==> config.mk <==
export PLATFORM = sky130hd
export DESIGN_NAME = regfile_swap_sequencer
export DESIGN_NICKNAME = d
export VERILOG_FILES = /design/src/rtl/regfile_swap_sequencer_pkg.sv /design/src/rtl/regfile_swap_sequencer_swap_pair_gen.sv /design/src/rtl/regfile_swap_sequencer.sv
export SDC_FILE = /design/constraint.sdc
export NUM_CORES = 1
export LEC_CHECK = 0
export ABC_AREA = 1
export BUFFER_PORTS_ARGS = -buffer_cell sky130_fd_sc_hd__buf_4
export CORE_MARGIN = 2
export CORE_UTILIZATION = 25
export CTS_CLUSTER_SIZE = 12
export DETAILED_ROUTE_END_ITERATION = 7
export GPL_TIMING_DRIVEN = 0
export PLACE_DENSITY = 0.4
export SETUP_SLACK_MARGIN = 0.05
export SYNTH_ARGS = -nofsm -noshare
export SYNTH_HDL_FRONTEND = slang
export SYNTH_SLANG_ARGS = --single-unit
==> constraint.sdc <==
create_clock -name clk -period 1.3 [get_ports clk]
set_input_delay 0.13 -clock clk [delete_from_list [all_inputs] [get_ports clk]]
set_output_delay 0.13 -clock clk [all_outputs]
set_load 0.05 [all_outputs]
==> src/rtl/regfile_swap_sequencer_pkg.sv <==
// regfile_seq_pkg: opcodes, sequencer states and default sizes shared by the swap sequencer files.
package regfile_seq_pkg;
  localparam int N_REGS_DEF = 8;
  localparam int DATA_W_DEF = 4;
  typedef enum logic [1:0] {
    OP_INIT    = 2'b00,
    OP_SWAP    = 2'b01,
    OP_REVERSE = 2'b10,
    OP_RSVD    = 2'b11
  } op_e;
  typedef enum logic [2:0] {
    S_IDLE,
    S_INIT,
    S_SWAP,
    S_REV,
    S_DONE
  } state_e;
endpackage

==> src/rtl/regfile_swap_sequencer_swap_pair_gen.sv <==
// swap_pair_gen: maps a reverse step index to the mirrored (x, y) pair and flags the final pair.
module swap_pair_gen
  import regfile_seq_pkg::*;
#(
  parameter int N_REGS = N_REGS_DEF,
  parameter int ADDR_W = $clog2(N_REGS)
) (
  input  logic [ADDR_W-1:0] idx,
  output logic [ADDR_W-1:0] x,
  output logic [ADDR_W-1:0] y,
  output logic              last_pair
);
  assign x = idx;
  assign y = ADDR_W'(N_REGS - 1) - idx;
  assign last_pair = idx == ADDR_W'(N_REGS / 2 - 1);
endmodule

==> src/rtl/regfile_swap_sequencer.sv <==
// regfile_swap_sequencer: turns INIT/SWAP/REVERSE host commands into registered register-file control pulses.
// Optional SEQ_CHECK_EN adds a shadow model of the register file and a chk_err pulse on mismatch.
module regfile_swap_sequencer
  import regfile_seq_pkg::*;
#(
  parameter int N_REGS = N_REGS_DEF,
  parameter int DATA_W = DATA_W_DEF,
  parameter int ADDR_W = $clog2(N_REGS)
) (
  input  logic              clk,
  input  logic              rst_n,
  input  logic              cmd_valid,
  output logic              cmd_ready,
  input  logic [1:0]        cmd_op,
  input  logic [ADDR_W-1:0] cmd_x,
  input  logic [ADDR_W-1:0] cmd_y,
  output logic              rf_init,
  output logic              rf_swap,
  output logic [ADDR_W-1:0] rf_x,
  output logic [ADDR_W-1:0] rf_y,
  output logic              busy,
  output logic              done,
`ifdef SEQ_CHECK_EN
  input  logic [DATA_W-1:0] rf_r [N_REGS],
  output logic              chk_err,
`endif
  output logic              cmd_err
);
  state_e state, nstate;
  logic [ADDR_W-1:0] idx, nidx, pair_x, pair_y;
  logic pair_last, last_q;

  swap_pair_gen #(.N_REGS(N_REGS), .ADDR_W(ADDR_W)) u_pair (
    .idx(nidx),
    .x(pair_x),
    .y(pair_y),
    .last_pair(pair_last)
  );

  assign cmd_ready = rst_n && state == S_IDLE;
  assign busy = state != S_IDLE;

  always_comb begin
    nstate = state;
    nidx = state == S_REV ? idx + 1'b1 : '0;
    case (state)
      S_IDLE: if (cmd_valid) nstate = cmd_op == OP_INIT ? S_INIT :
                                      cmd_op == OP_SWAP ? S_SWAP :
                                      cmd_op == OP_REVERSE ? S_REV : S_DONE;
      S_INIT, S_SWAP: nstate = S_DONE;
      S_REV: nstate = last_q ? S_DONE : S_REV;
      default: nstate = S_IDLE;
    endcase
  end

  // Outputs are registered from the next state so each pulse lines up with its state cycle.
  always_ff @(posedge clk or negedge rst_n) begin
    if (!rst_n) begin
      state <= S_IDLE;
      idx <= '0;
      last_q <= 1'b0;
      rf_init <= 1'b0;
      rf_swap <= 1'b0;
      rf_x <= '0;
      rf_y <= '0;
      done <= 1'b0;
      cmd_err <= 1'b0;
    end else begin
      state <= nstate;
      idx <= nidx;
      last_q <= pair_last;
      rf_init <= nstate == S_INIT;
      rf_swap <= (nstate == S_SWAP && cmd_x != cmd_y) || nstate == S_REV;
      rf_x <= nstate == S_SWAP ? cmd_x : nstate == S_REV ? pair_x : '0;
      rf_y <= nstate == S_SWAP ? cmd_y : nstate == S_REV ? pair_y : '0;
      done <= nstate == S_DONE;
      cmd_err <= nstate == S_DONE && state == S_IDLE;
    end
  end

`ifdef SEQ_CHECK_EN
  logic [DATA_W-1:0] shadow [N_REGS];
  logic shadow_valid, mism;

  always_ff @(posedge clk or negedge rst_n) begin
    if (!rst_n) begin
      shadow_valid <= 1'b0;
      for (int i = 0; i < N_REGS; i++) shadow[i] <= '0;
    end else if (rf_init) begin
      shadow_valid <= 1'b1;
      for (int i = 0; i < N_REGS; i++) shadow[i] <= DATA_W'(i);
    end else if (rf_swap) begin
      shadow[rf_x] <= shadow[rf_y];
      shadow[rf_y] <= shadow[rf_x];
    end
  end

  always_comb begin
    mism = 1'b0;
    for (int i = 0; i < N_REGS; i++) mism = mism | (rf_r[i] != shadow[i]);
  end

  assign chk_err = state == S_DONE && shadow_valid && mism;
`endif
endmodule
# Word level (Yosys, flattened, before mapping)
# Index checks and enable logic that the tools add are counted.
# W data, S select, Z words.
# op_classes
n_mux,11
reduce_logical,8
n_mul,0
bitwise_logic,0
eq_ne,11
n_shift,0
order_cmp,0
n_div,0
add_sub_neg,2
# op_table
cell,count
$mux W3,10
$eq A3 B2 Y1 const B,5
$pmux W3 S3,1
$eq A3 B1 Y1 const B,2
$add A3 B1 Y3 const B,1
$eq A3 B3 Y1 const B,1
$logic_and A1 B1 Y1,3
$logic_not A3 Y1,1
$ne A3 B3 Y1,1
$reduce_bool A3 Y1,1
$sub A3 B3 Y3 const A,1
$eq A2 B1 Y1 const B,1
$eq A2 B2 Y1 const B,1
$logic_not A2 Y1,1
$reduce_or A2 Y1,1
$logic_or A1 B1 Y1,1
# word_totals
reg_bits,17
latchBits,0
mem_bits_ro,0
input_bits,11
mem_count,0
elab_cells,41
output_inout_bits,12
ramBits,0

# Depth between registers and ports, before layout
# Gate-level depths: netlist of run 1.
# logic_depth
word_depth,9
ltp_mapped,8
ltp_nobuf,8

# Hierarchy
# Synthesis of run 1 repeated with hierarchy kept, for this count alone.
# unflattened
hier_cells,94
hier_area_um2,909.6
# by_module_without_submodules
mod,area_per_inst_um2,n_inst,cells_per_inst,seq_area_each_um2
regfile_swap_sequencer,865.8,1,86,425.4
swap_pair_gen,43.8,1,8,0.0

# Worst setup path before layout of run 1
# No wires, ideal clock.
# synth_timing
path_type,register to output
from,register state[0]
to,output port cmd_ready
slack_ns,-0.475
path_stages_with_launch,6
arrival_time_ns,1.645
path_cell_list,dfrtp_1 inv_1 nand2_1 nor2_2 inv_1 nor2_1
# synth_between
elab_chain_cells,2
# synth_lines
item,line_no,text
"start, declared",regfile_swap_sequencer.sv:29,"state_e state, nstate;"
"start signal, assigned",regfile_swap_sequencer.sv:69,state <= nstate;
$logic_not A3 Y1,regfile_swap_sequencer.sv:40,assign cmd_ready = rst_n && state == S_IDLE;
$logic_and A1 B1 Y1,regfile_swap_sequencer.sv:40,
"end, declared",regfile_swap_sequencer.sv:13,"output logic cmd_ready,"
# No other way between the ends.

# Worst setup path after layout of run 1
# layout_timing
from,register state[2]
to,output port cmd_ready
# The elaborated chain is that of the path after synthesis.

==> flow_metrics.py, run 1 <==
metrics = {
    "drt": {
        "drt_iter0_drc": 8,
        "routed_via_density": 4.29,
        "drc_errors": 0,
        "num_vias": 746,
        "drt_pass1_iterations": 3,
        "routed_wl_mm": 1.97,
        "wire_per_inst_um": 11.3,
        "ant_nets": 0,
    },
    "clocking": {
        "clk-insertion-delay-late_ps": 290,
        "cts_tree": "done",
        "root_buffer": "clkbuf_4",
        "cts.sinks": 17,
        "htreeDepth": 1,
        "cts_inserted_buffers": 3,
        "path_clk_slew_ps": 100,
        "clockBufferDepth": 2,
    },
    "sta": {
        "maxSlewViolCount": 0,
        "max_freq_ghz": 0.752,
        "fin_ws_ps": -29.2,
        "max_slew_margin": 0.474,
        "worst_pin_slew_ps": 786,
        "finalSetupViolations": 4,
        "rsz0062_at_grt": "true",
        "tns_ps": -61.8,
        "clock-skew-final_ps": 5.37,
        "hold_viol_final": 0,
        "period_needed_ps": 1330,
        "final.period_utilization": 1.02,
    },
    "power": {
        "p_clk_frac": 0.091,
        "ir_drop_v": 0.000502,
        "p_seq_frac": 0.243,
        "p_sw_frac": 0.496,
        "leakage_nw": 0.662,
        "powerDensity_nw_per_um2": 2400,
        "pwr-share-comb": 0.666,
        "finalPower_mw": 3.10,
        "p_sw_mw": 1.54,
        "p_int_mw": 1.56,
    },
    "synth": {
        "avgSynthCellArea_um2": 9.23,
        "synth_area_um2": 840,
        "ys_types": 18,
        "syn-instance-count": 91,
        "synth_warnings": 0,
        "synth_nets": 104,
        "yosysSeqAreaShare": 0.507,
        "synth-seq-cells": 17,
    },
    "die": {
        "boundaryPins": 23,
        "die_h_um": 62.0,
        "num_rows": 21,
        "dieArea_um2": 3840,
        "die_w_um": 62.0,
        "core_area_um2": 3280,
        "initial_core_util": 0.256,
    },
    "finish": {
        "nets": 142,
        "area_growth_pct": 53.8,
        "insertedDiodeCount": 0,
        "drive_gt1_frac": 0.508,
    },
    "critical_path": {
        "crit_path_end": "cmd_ready",
        "path_cells": "nor2_4 -> inv_2 -> nor2_4 -> buf_8",
        "path_common_cell": "nor2_4",
        "timing.critical_path.buf_inv": 2,
        "crit_cells": 4,
        "worstReg2RegStart": "state[1]",
        "critPathMaxFanout": 3,
        "r2r_cells": 8,
        "r2r_setup_slack_ps": -20,
        "endpoint_kind": "output pin",
        "crit_family": "flip-flops",
        "r2r-end": "rf_x[1]",
        "setup.worst_path.start": "state[2]",
        "crit_type": "reg2out",
        "cpPeakStageDelay_ps": 470,
        "crit_slowest_cell": "dfrtp_1",
        "required_ps": 1170,
        "arrival_ps": 1200,
        "worstSetupStartpointType": "flop",
    },
    "run": {
        "drv_cap": 0,
    },
    "placement": {
        "numPortBuffers": 22,
        "dp.final_hpwl_mm": 1.37,
        "gp_congestion": 0.690,
    },
    "global_route": {
        "grt_pass1_wl_mm": 3.17,
        "first_global_vias": 693,
        "grt-ovfl-total": 0,
        "grt_max_degree": 18,
        "track_usage": 0.118,
        "antenna_found_initial": 0,
    },
    "run_status": {
        "status": "finished, violations left",
        "violations": "negative setup slack",
    },
    "hold_path": {
        "hp-class": "in2reg",
    },
}
-- Yosys cell counts --
master	n	share of area
inv_2	2	0.0089
nor3_2	2	0.024
nor2_1	5	0.022
nand3_1	11	0.066
dfrtp_1	17	0.51
nand4_1	6	0.045
xor2_1	1	0.010
nor3_1	1	0.0060
xnor2_1	4	0.042
buf_6	1	0.013
nand2_4	1	0.013
nor2_4	2	0.027
nor2_2	1	0.0075
nand3_2	1	0.012
nand2_2	5	0.037
nand2_1	19	0.085
ha_1	2	0.030
inv_1	10	0.045
-- worst min-delay path, cell delays in order --
cell and delay (ps):
buf_4 100, nand3_2 50, nand2_1 60
-- area by class of cell --
class / count / area, um^2
Buffer: 1 / 11.3
Clock buffer: 4 / 26.3
Fill cell: 356 / 1990
Inverter: 12 / 52.6
Multi-Input combinational cell: 61 / 440
Sequential cell: 17 / 425
Tap cell: 46 / 57.6
Timing Repair Buffer: 33 / 278
-- per-layer routing --
metal	part of all wire	track usage	up-vias
li1	-	-	366
met1	0.42	0.143	358
met2	0.51	0.190	15
met3	0.043	0.0290	7
met4	0.026	0.0699	0
met5	0	0	-
-- placed cells by master (no fill, tap or decap), types with 3 or more instances in the layout --
master,Yosys,layout
inv_1,10,8
nor2_4,2,4
nand2_4,1,4
nand2_2,5,5
nand4_1,6,6
dfrtp_1,17,17
nand3_1,11,4
nand3_2,1,7
buf_6,1,3
buf_4,0,28
nand2_1,19,16
clkbuf_4,0,3
xnor2_1,4,4
-- cell families (layout without fill, tap and decap cells) --
family        count (synthesis)  in the layout  synth area share
simple gates                 54             54             0.344
flops                        17             17             0.507
buf+inv                      13             50            0.0671
xor+xnor                      5              5            0.0522
fa+ha+maj                     2              2            0.0298
-- power groups by stage --
| stage | sequential (mW) | clock, mW | combinational (mW) |
|---|---|---|---|
| 2_1_floorplan | 1.13 | 0 | 0.729 |
| 3_3_place_gp | 0.786 | 0 | 1.48 |
| 3_5_place_dp | 0.787 | 0 | 1.49 |
| 4_1_cts | 0.748 | 0.300 | 1.97 |
| 5_1_grt | 0.766 | 0.326 | 2.24 |
| 6_report | 0.752 | 0.282 | 2.07 |
-- sequential cells by signal, summed over array words and instances (netlist names) --
register / flops
rf_y: 3
rf_init: 1
rf_x: 3
rf_swap: 1
cmd_err: 1
last_q: 1
state: 3
done: 1
idx: 3
-- stage by stage --
step                      setup slack, ps   util  instances  hold slack, ps  cell area (um^2)
after floorplan                      -113      -         91            -166               847
after global placement               5.00  0.326        159            12.4              1070
after detailed placement            -17.3  0.326        159            13.5              1070
after CTS                           -55.6  0.380        174            74.3              1250
after global routing                 -112  0.393        174            72.6              1290
final                               -29.2  0.393        174            75.3              1290
-- how the worst min path moves through the flow --
stage                   from  endpoint  slack [ps]  cells past startpoint
floorplan              rst_n   cmd_err        -170                      0
global placement       rst_n   cmd_err          10                      1
detailed placement     rst_n      done          10                      1
CTS                 cmd_x[0]   rf_x[0]          70                      3
global route        cmd_x[0]   rf_x[0]          70                      3
finish              cmd_x[2]   rf_x[2]          80                      3
-- repair_timing --
item	in CTS	in global routing
pin swaps	7	9
endpoints found under the setup margin	9	13
endpoints found under the hold margin	17	0
hold buffers	1	0
cloned	1	0
setup buffers	9	0
gates resized for setup	14	13
Power figures use the tool's default switching activity.
==> run 2: changes to the inputs <==
--- a/config.mk
+++ b/config.mk
@@ -7,6 +7,7 @@
 export LEC_CHECK = 0
 export ABC_AREA = 1
 export BUFFER_PORTS_ARGS = -buffer_cell sky130_fd_sc_hd__buf_4
+export CORE_ASPECT_RATIO = 1.2
 export CORE_MARGIN = 2
 export CORE_UTILIZATION = 25
 export CTS_CLUSTER_SIZE = 12
==> run 2 against run 1 <==
- the run still ends with negative setup slack left
- design area shrank 0.48%
- clock skew is 4.0 ps lower
- maximum frequency up 1.3%
- register-to-register slack is essentially flat
==> flow_metrics.py, run 2 (synthesis results as in run 1) <==
metrics = {
    "finish": {
        "area_growth_pct": 53.1,
        "drive_gt1_frac": 0.488,
        "final_common_cell": "buf_4",
        "multi_input_area_um2": 435,
        "nFillCells": 350,
        "regArea_um2": 425,
        "insertedDiodeCount": 0,
        "nets": 143,
        "layout_common_cells": "buf_4, dfrtp_1, nand2_1, inv_1",
        "finalInstanceArea_um2": 1280,
    },
    "clocking": {
        "cts_tree": "done",
        "path_clk_slew_ps": 60,
        "cts.sinks": 17,
        "htreeDepth": 1,
        "clk-insertion-delay-late_ps": 240,
        "cts_inserted_buffers": 3,
        "root_buffer": "clkbuf_8",
        "clockBufferDepth": 2,
    },
    "drt": {
        "routed_wl_mm": 1.82,
        "wire_per_inst_um": 11.0,
        "drt_iter0_drc": 14,
        "ant_nets": 0,
        "drc_errors": 0,
        "routed_via_density": 4.22,
        "drt_pass1_iterations": 3,
        "num_vias": 700,
    },
    "global_route": {
        "grt_pass1_wl_mm": 3.15,
        "first_global_vias": 708,
        "track_usage": 0.105,
        "antenna_found_initial": 0,
        "grt-ovfl-total": 0,
        "grt_max_degree": 18,
    },
    "power": {
        "powerDensity_nw_per_um2": 2490,
        "ir_drop_v": 0.00114,
        "leakage_nw": 0.682,
    },
    "placement": {
        "dp.final_hpwl_mm": 1.29,
        "numPortBuffers": 22,
        "dp_slack_ps": 12.8,
        "dpl-instance-area_um2": 1060,
        "gp_congestion": 0.763,
    },
    "sta": {
        "period_needed_ps": 1310,
        "max_slew_margin": 0.491,
        "tns_ps": -18.8,
        "maxSlewViolCount": 0,
        "clock-skew-final_ps": 1.38,
        "final.period_utilization": 1.01,
        "worst_pin_slew_ps": 762,
        "fin_ws_ps": -12.7,
        "max_freq_ghz": 0.762,
        "hold_ws_ps": 127,
        "hold_viol_final": 0,
        "rsz0062_at_grt": "true",
        "finalSetupViolations": 3,
    },
    "die": {
        "dieArea_um2": 3840,
        "core_area_um2": 3280,
        "initial_core_util": 0.256,
        "die_w_um": 56.9,
        "boundaryPins": 23,
        "num_rows": 23,
        "die_h_um": 67.5,
    },
    "critical_path": {
        "arrival_ps": 1180,
        "cpPeakStageDelay_ps": 400,
        "worstSetupStartpointType": "flop",
        "path_common_cell": "nor2_4",
        "crit_slowest_cell": "dfrtp_1",
        "timing.critical_path.buf_inv": 3,
        "endpoint_kind": "output pin",
        "crit_family": "flip-flops",
        "crit_type": "reg2out",
        "required_ps": 1170,
        "critPathMaxFanout": 3,
        "path_cells": "inv_1 -> nand2_2 -> nor2_4 -> inv_2 -> nor2_4 -> buf_8",
    },
    "run_status": {
        "violations": "negative setup slack",
        "status": "finished, violations left",
    },
    "hold_path": {
        "hp-class": "in2reg",
    },
    "run": {
        "drv_cap": 0,
    },
}
-- run 2: changes by cell type in the layout (fill, tap and decap cells not counted), sizes merged --
cell,change
buf,+1
-- run 2: worst reg2reg max path: cells and delay by family (launching register included) --
| kind | cells | cell delay (ps) |
|---|---|---|
| and+or+nand+nor | 6 | 620 |
| DFF | 1 | 400 |
| buffers and inverters | 2 | 210 |
-- run 2: power by group --
| part | internal (mW) | switching (mW) | total [mW] |
|---|---|---|---|
| logic | 0.779 | 1.28 | 2.06 |
| clock network | 0.217 | 0.167 | 0.384 |
| registers | 0.676 | 0.0767 | 0.753 |
| total | 1.67 | 1.52 | 3.19 |
-- run 2: cell type report --
type	count	area share
plain buffers	1	0.00876
clock buffers	4	0.0351
inverters	12	0.0351
multi-input cells	61	0.339
flip-flops and latches	17	0.331
well taps	37	0.0360
repair buffers	34	0.215
-- run 2: path summary, 6_finish.rpt --
path	from	end	slack, ps	depth (start not counted)
min reg2reg	idx[0]	last_q	500	1
max reg2reg	state[0]	rf_x[1]	-10	8
max	state[0]	cmd_ready	-10	6
max in group asynchronous	rst_n	last_q	330	2
min	cmd_y[1]	rf_y[1]	130	3
min in group asynchronous	rst_n	done	500	2
-- run 2: repair_timing --
item,4_1_cts,5_1_grt
setup endpoints to repair,9,13
hold endpoints to repair,17,0
pin swaps,4,5
cloned,1,0
hold buffers,1,0
gates resized for setup,8,15
buffers inserted,8,2
-- run 2: routing by layer --
layer,global-route usage,vias to the layer above,part of all wire
met5,0,-,0
met4,0.0349,0,0.0060
met3,0.0230,2,0.034
met2,0.191,10,0.55
met1,0.122,319,0.41
li1,-,369,-
-- run 2: metrics by stage --
stage	util	total power [mW]	std cells
2_1_floorplan	-	1.86	91
3_3_place_gp	0.323	2.26	150
3_5_place_dp	0.323	2.26	150
4_1_cts	0.369	2.99	164
5_1_grt	0.392	3.39	166
6_report	0.392	3.19	166
